===== src/rtl/asym_ram_defs.vh =====
// Shared definitions for the asymmetric RAM blocks: log2 helper, max/min macros,
// and the lane-order rule (lane 0 = LSBs of the wide word = lowest narrow address).
`ifndef ASYM_RAM_DEFS_VH
`define ASYM_RAM_DEFS_VH

`define ASYM_MAX(a, b) (((a) > (b)) ? (a) : (b))
`define ASYM_MIN(a, b) (((a) < (b)) ? (a) : (b))

function automatic int unsigned asym_log2(input int unsigned value);
  int unsigned res;
  res = 32'd0;
  while ((32'd1 << res) < value) begin
    res = res + 32'd1;
  end
  return res;
endfunction

`endif


===== src/rtl/asym_fifo_w2n_pkg.sv =====
// Common types and default geometry for the wide-to-narrow asymmetric FIFO.
package asym_fifo_w2n_pkg;

`include "asym_ram_defs.vh"

  localparam int DEF_WIDTHW     = 32;
  localparam int DEF_WIDTHR     = 8;
  localparam int DEF_DEPTHW     = 64;
  localparam int DEF_ADDRWIDTHW = 6;
  localparam int DEF_ADDRWIDTHR = 8;

  typedef struct packed {
    logic wr;
    logic rd;
  } accept_t;

endpackage


===== src/rtl/asym_ram_w2n.sv =====
// Asymmetric storage: wide write port split into lanes, narrow registered read port.
module asym_ram_w2n
  import asym_fifo_w2n_pkg::*;
#(
  parameter int WIDTHW     = DEF_WIDTHW,
  parameter int WIDTHR     = DEF_WIDTHR,
  parameter int DEPTHW     = DEF_DEPTHW,
  parameter int ADDRWIDTHW = DEF_ADDRWIDTHW,
  parameter int ADDRWIDTHR = DEF_ADDRWIDTHR
) (
  input  logic                  clk_i,
  input  logic                  rst_i,
  input  logic                  we_i,
  input  logic [ADDRWIDTHW-1:0] waddr_i,
  input  logic [WIDTHW-1:0]     wdata_i,
  input  logic                  re_i,
  input  logic [ADDRWIDTHR-1:0] raddr_i,
  output logic [WIDTHR-1:0]     rdata_o
);

  localparam int RATIO     = WIDTHW / WIDTHR;
  localparam int LOG2RATIO = asym_log2(RATIO);
  localparam int CAPR      = DEPTHW * RATIO;

  logic [WIDTHR-1:0]     mem_q [CAPR];
  logic [WIDTHR-1:0]     rdata_q;
  logic [ADDRWIDTHR-1:0] lane_addr_s [RATIO];
  logic [WIDTHR-1:0]     lane_data_s [RATIO];

  for (genvar l = 0; l < RATIO; l++) begin : g_lane
    assign lane_addr_s[l] = {waddr_i, LOG2RATIO'(l)};
    assign lane_data_s[l] = wdata_i[l*WIDTHR +: WIDTHR];
  end

  // Wide write: every lane of the word lands in its own narrow slot
  always_ff @(posedge clk_i) begin
    if (we_i) begin
      for (int l = 0; l < RATIO; l++) begin
        mem_q[lane_addr_s[l]] <= lane_data_s[l];
      end
    end
  end

  // Narrow read register; holds its value when no read is accepted
  always_ff @(posedge clk_i) begin
    if (rst_i) begin
      rdata_q <= {WIDTHR{1'b0}};
    end else if (re_i) begin
      rdata_q <= mem_q[raddr_i];
    end
  end

  assign rdata_o = rdata_q;

endmodule


===== src/rtl/asym_fifo_w2n.sv =====
// Single-clock wide-write / narrow-read FIFO built on asym_ram_w2n.
// Define ASYM_FIFO_ERR_EN to add sticky overflow/underflow outputs.
module asym_fifo_w2n
  import asym_fifo_w2n_pkg::*;
#(
  parameter int WIDTHW     = DEF_WIDTHW,
  parameter int WIDTHR     = DEF_WIDTHR,
  parameter int DEPTHW     = DEF_DEPTHW,
  parameter int ADDRWIDTHW = DEF_ADDRWIDTHW,
  parameter int ADDRWIDTHR = DEF_ADDRWIDTHR
) (
  input  logic                  clk,
  input  logic                  rst,
  input  logic                  wr_en,
  input  logic [WIDTHW-1:0]     wr_data,
  output logic                  full,
  input  logic                  rd_en,
  output logic [WIDTHR-1:0]     rd_data,
  output logic                  rd_valid,
  output logic                  empty,
  output logic [ADDRWIDTHR:0]   level
`ifdef ASYM_FIFO_ERR_EN
  ,
  output logic                  overflow,
  output logic                  underflow
`endif
);

  localparam int RATIO     = WIDTHW / WIDTHR;
  localparam int LOG2RATIO = asym_log2(RATIO);
  localparam int CAPR      = DEPTHW * RATIO;
  localparam logic [ADDRWIDTHR:0] FULL_THRESH = (ADDRWIDTHR+1)'(CAPR - RATIO);

  logic [ADDRWIDTHW:0] wptr_q, wptr_d;
  logic [ADDRWIDTHR:0] rptr_q, rptr_d;
  logic [ADDRWIDTHR:0] level_q, level_d;
  logic                full_q, full_d;
  logic                empty_q, empty_d;
  logic                rd_valid_q, rd_valid_d;
  accept_t             acc_s;

  // Accept decisions and next pointer/flag values, all from pre-edge flags
  always_comb begin
    acc_s.wr   = wr_en & ~full_q;
    acc_s.rd   = rd_en & ~empty_q;
    wptr_d     = wptr_q;
    rptr_d     = rptr_q;
    if (acc_s.wr) begin
      wptr_d = wptr_q + (ADDRWIDTHW+1)'(1);
    end else begin
      wptr_d = wptr_q;
    end
    if (acc_s.rd) begin
      rptr_d = rptr_q + (ADDRWIDTHR+1)'(1);
    end else begin
      rptr_d = rptr_q;
    end
    // Word pointer scaled to units; the wrap bit makes the modular difference exact
    level_d    = {wptr_d, {LOG2RATIO{1'b0}}} - rptr_d;
    full_d     = (level_d > FULL_THRESH);
    empty_d    = (level_d == {(ADDRWIDTHR+1){1'b0}});
    rd_valid_d = acc_s.rd;
  end

  // State register for pointers, occupancy and flags
  always_ff @(posedge clk) begin
    if (rst) begin
      wptr_q     <= {(ADDRWIDTHW+1){1'b0}};
      rptr_q     <= {(ADDRWIDTHR+1){1'b0}};
      level_q    <= {(ADDRWIDTHR+1){1'b0}};
      full_q     <= 1'b0;
      empty_q    <= 1'b1;
      rd_valid_q <= 1'b0;
    end else begin
      wptr_q     <= wptr_d;
      rptr_q     <= rptr_d;
      level_q    <= level_d;
      full_q     <= full_d;
      empty_q    <= empty_d;
      rd_valid_q <= rd_valid_d;
    end
  end

  asym_ram_w2n #(
    .WIDTHW    (WIDTHW),
    .WIDTHR    (WIDTHR),
    .DEPTHW    (DEPTHW),
    .ADDRWIDTHW(ADDRWIDTHW),
    .ADDRWIDTHR(ADDRWIDTHR)
  ) u_ram (
    .clk_i  (clk),
    .rst_i  (rst),
    .we_i   (acc_s.wr),
    .waddr_i(wptr_q[ADDRWIDTHW-1:0]),
    .wdata_i(wr_data),
    .re_i   (acc_s.rd),
    .raddr_i(rptr_q[ADDRWIDTHR-1:0]),
    .rdata_o(rd_data)
  );

  assign full     = full_q;
  assign empty    = empty_q;
  assign level    = level_q;
  assign rd_valid = rd_valid_q;

`ifdef ASYM_FIFO_ERR_EN
  logic overflow_q;
  logic underflow_q;

  // Sticky error flags, cleared only by reset
  always_ff @(posedge clk) begin
    if (rst) begin
      overflow_q  <= 1'b0;
      underflow_q <= 1'b0;
    end else begin
      overflow_q  <= overflow_q  | (wr_en & full_q);
      underflow_q <= underflow_q | (rd_en & empty_q);
    end
  end

  assign overflow  = overflow_q;
  assign underflow = underflow_q;
`endif

endmodule

===== config.mk =====
export PLATFORM = sky130hd
export DESIGN_NAME = asym_fifo_w2n
export DESIGN_NICKNAME = d
export VERILOG_FILES = /design/src/rtl/asym_fifo_w2n_pkg.sv /design/src/rtl/asym_ram_w2n.sv /design/src/rtl/asym_fifo_w2n.sv
export VERILOG_INCLUDE_DIRS = /design/src /design/src/rtl
export SDC_FILE = /design/constraint.sdc
export NUM_CORES = 2
export LEC_CHECK = 0
export CAP_MARGIN = 5
export CORE_MARGIN = 3
export CORE_UTILIZATION = 45
export CTS_CLUSTER_SIZE = 24
export DETAILED_ROUTE_END_ITERATION = 7
export RECOVER_POWER = 25
export SYNTH_ARGS = -nofsm -noshare
export SYNTH_HDL_FRONTEND = slang
export SYNTH_SLANG_ARGS = --single-unit

===== constraint.sdc =====
create_clock -name clk -period 3 [get_ports clk]
set_input_delay 0.6 -clock clk [delete_from_list [all_inputs] [get_ports clk]]
set_output_delay 0.6 -clock clk [all_outputs]
set_load 0.05 [all_outputs]

==> flow_metrics.env <==
export IMPL_drt_iter0_drc=4869
export IMPL_dieArea_um2=184000
export IMPL_syn_nets=3619
export IMPL_finalMaxSlewViolations=1013
export IMPL_yosys_top_cells_area="edfxtp_1 76%, mux4_2 14%, mux2i_1 1.8%, dfxtp_1 0.87%, o221ai_1 0.74%"
export IMPL_via_per_inst=6.07
export IMPL_final_area_um2=94700
export IMPL_yosys_register_bits=2083
export IMPL_io_buffers=55
export IMPL_synth_top_family_by_area="multiplexers"
export IMPL_startpoint_type="flop"
export IMPL_final_nets=4087
export IMPL_violations="max-capacitance violations, max-slew violations"
export IMPL_final_common_cell="edfxtp_1"
export IMPL_end_kind="flop"
export IMPL_ys_flop_type="edfxtp_1"
export IMPL_num_io_pins=56
export IMPL_syn_avg_cell_area_um2=22.5
export IMPL_area_growth_pct=17.6
export IMPL_clk_pin_slew_ns=0.07
export IMPL_synth_simple_area_share_pct=1.62
export IMPL_clock_latency_ns=0.86
export IMPL_setup_viol=0
export IMPL_timing_fmax_mhz=337
export IMPL_seq_area_frac_synth_pct=77.2
export IMPL_max_slew_margin_pct=-93.9
export IMPL_row_count=154
export IMPL_tns_ns=0
export IMPL_htreeDepth=4
export IMPL_firstDrtPassIters=5
export IMPL_worst_slack_ns=0.0308
export IMPL_hp_class="primary input to flop"
export IMPL_gp_congestion=0.877
export IMPL_layout_cells_most_common_list="2048 x edfxtp_1, 501 x mux4_2, 238 x buf_4"
export IMPL_arrival_ns=3.67
export IMPL_max_vdd_ir_drop_mv=0.511
export IMPL_placed_cell_area_um2=87500
export IMPL_core_area_um2=177000
export IMPL_routedWlPerCell_um=32.3
export IMPL_crit_required_ns=3.70
export IMPL_num_vias=39900
export IMPL_worst_pin_slew_ns=2.91
export IMPL_period_minus_slack_ns=2.97
export IMPL_grt_max_degree=65
export IMPL_grt_pass1_vias=40700
export IMPL_p_total_mw=63.5
export IMPL_cp_max_fo=8
export IMPL_antenna_found_initial=11
export IMPL_rsz0062_at_grt="yes"
export IMPL_yosysWarnings=0
export IMPL_drive_gt1_share_pct=31.3
export IMPL_p_leak_nw=29.0
export IMPL_synth_cells=3578
export IMPL_clockBufferDepth=3
export IMPL_drc=0
export IMPL_synth_edf_count=2048
export IMPL_start_util_pct=45.5
export IMPL_yosysTopAreaCell="edfxtp_1"
export IMPL_synthMuxAreaShare_pct=16.0
export IMPL_ant_nets=0
export IMPL_synth_compound_area_share_pct=3.00
export IMPL_grt_usage_pct=22.8
export IMPL_synthesis_area_um2=80500
export IMPL_cts_tree="built"
export IMPL_place_ws_ns=-0.350
export IMPL_grt_overflow=0
export IMPL_cts_made_buffers=207
export IMPL_synth_top_cell_area_share_pct=76.4
export IMPL_finalCritPeriodShare_pct=99.0
export IMPL_drv_cap=29
export IMPL_dp_hpwl_mm=125
export IMPL_path_class="flop to flop"
export IMPL_fp_dieH_um=429
export IMPL_status="finished, violations left"
export IMPL_clock_root_buffer="clkbuf_16"
export IMPL_grt_pass1_wl_mm=300
export IMPL_skew_ns=0.0382
export IMPL_fp_dieW_um=429
export IMPL_synthAdderAreaFrac_pct=0.0777
export IMPL_clock_sinks=2083
export IMPL_synthArstFlopShare_pct=0
export IMPL_p_per_area_nw_per_um2=670
export IMPL_yosys_area_share_xor_xnor_pct=0.191
export IMPL_timing_final_hold_violations=0
export IMPL_drt_total_wl_mm=212
export IMPL_yosysUniqueCellTypes=72
synth_stat cells, types with 25 or more instances:
cell,n
edfxtp_1,2048
mux4_2,501
mux2i_1,146
nor2_1,116
clkbuf_1,68
o221ai_1,68
nand2_1,59
a22oi_1,51
o22ai_1,45
buf_2,42
a21oi_1,37
dfxtp_1,35
buf_6,28
nand3_1,26
o21ai_0,25
repair_timing:
action | CTS | global route
pin swaps | 1 | 12
endpoints found under the setup margin | 2 | 10
hold endpoints to repair | 1 | 0
buffers inserted | 0 | 20
hold buffers | 1 | 0
resized for setup | 5 | 45
gates cloned | 0 | 10
flip-flops by register name (all words and copies together) (netlist names):
| register | cells |
|---|---|
| u_ram.mem_q | 2048 |
| rptr_q | 9 |
| level | 8 |
| u_ram.rdata_o | 8 |
| wptr_q | 7 |
| empty | 1 |
| full | 1 |
| rd_valid | 1 |
report_power, final:
group / switching (mW) / internal [mW] / total, mW
clock: 11.1 / 14.6 / 25.7
sequential: 0.116 / 32.2 / 32.3
combinational: 2.99 / 2.49 / 5.47
worst paths after layout:
path	start	end	slack, ns	cells past startpoint
worst max-delay path	rptr_q[0]	level[8]	0.03	13
worst min-delay path	wr_data[9]	u_ram.mem_q[153][1]	0.45	1
worst max register to register	rptr_q[0]	level[8]	0.03	13
worst min register to register	rptr_q[8]	rptr_q[8]	0.53	2
layer usage:
metal / vias to the layer above / global-route usage, % / share of wire, %
li1: 16300 / - / -
met1: 21600 / 31.9 / 41
met2: 1673 / 37.0 / 49
met3: 322 / 3.76 / 6.9
met4: 0 / 6.88 / 3.0
met5: - / 0 / 0
worst max-delay path, stage by stage (launching register included):
cell	delay, ns
dfxtp_4	0.46
buf_12	0.18
buf_8	0.13
ha_4	0.12
nand3b_1	0.13
xor2_2	0.18
ha_1	0.30
a21o_1	0.20
a22oi_2	0.20
o31ai_2	0.10
o311ai_1	0.33
xnor2_1	0.27
buf_4	0.18
nor2_1	0.03
kinds of logic (layout without fill, tap and decap cells):
| kind of cell | count (synthesis) | count (layout) |
|---|---|---|
| DFF | 2083 | 2083 |
| muxes | 656 | 656 |
| AOI/OAI and AO/OA | 331 | 331 |
| and+or+nand+nor | 279 | 279 |
| buffers and inverters | 208 | 850 |
| xor gates and xnor gates | 16 | 16 |
| adders and majority gates | 5 | 5 |
| other | 0 | 10 |
stage by stage:
step | utilization [%] | cells | hold WS [ns]
floorplan | - | 3578 | 0.485
global placement | 49.4 | 6146 | 0.505
detailed placement | 49.4 | 6146 | 0.516
CTS | 53.2 | 6530 | 0.212
global route | 53.4 | 6560 | 0.414
finish | 53.5 | 6570 | 0.454
cell type report:
type	instances	area (um2)
multi-input combinational	1287	17400
tap	2340	2930
clock buffer	259	5490
inverter	7	26.3
antenna	10	25.0
timing repair buffer	460	5380
fill	13400	82400
sequential	2083	62200
clock inverter	124	1250
(Power assumes the default switching activity.)
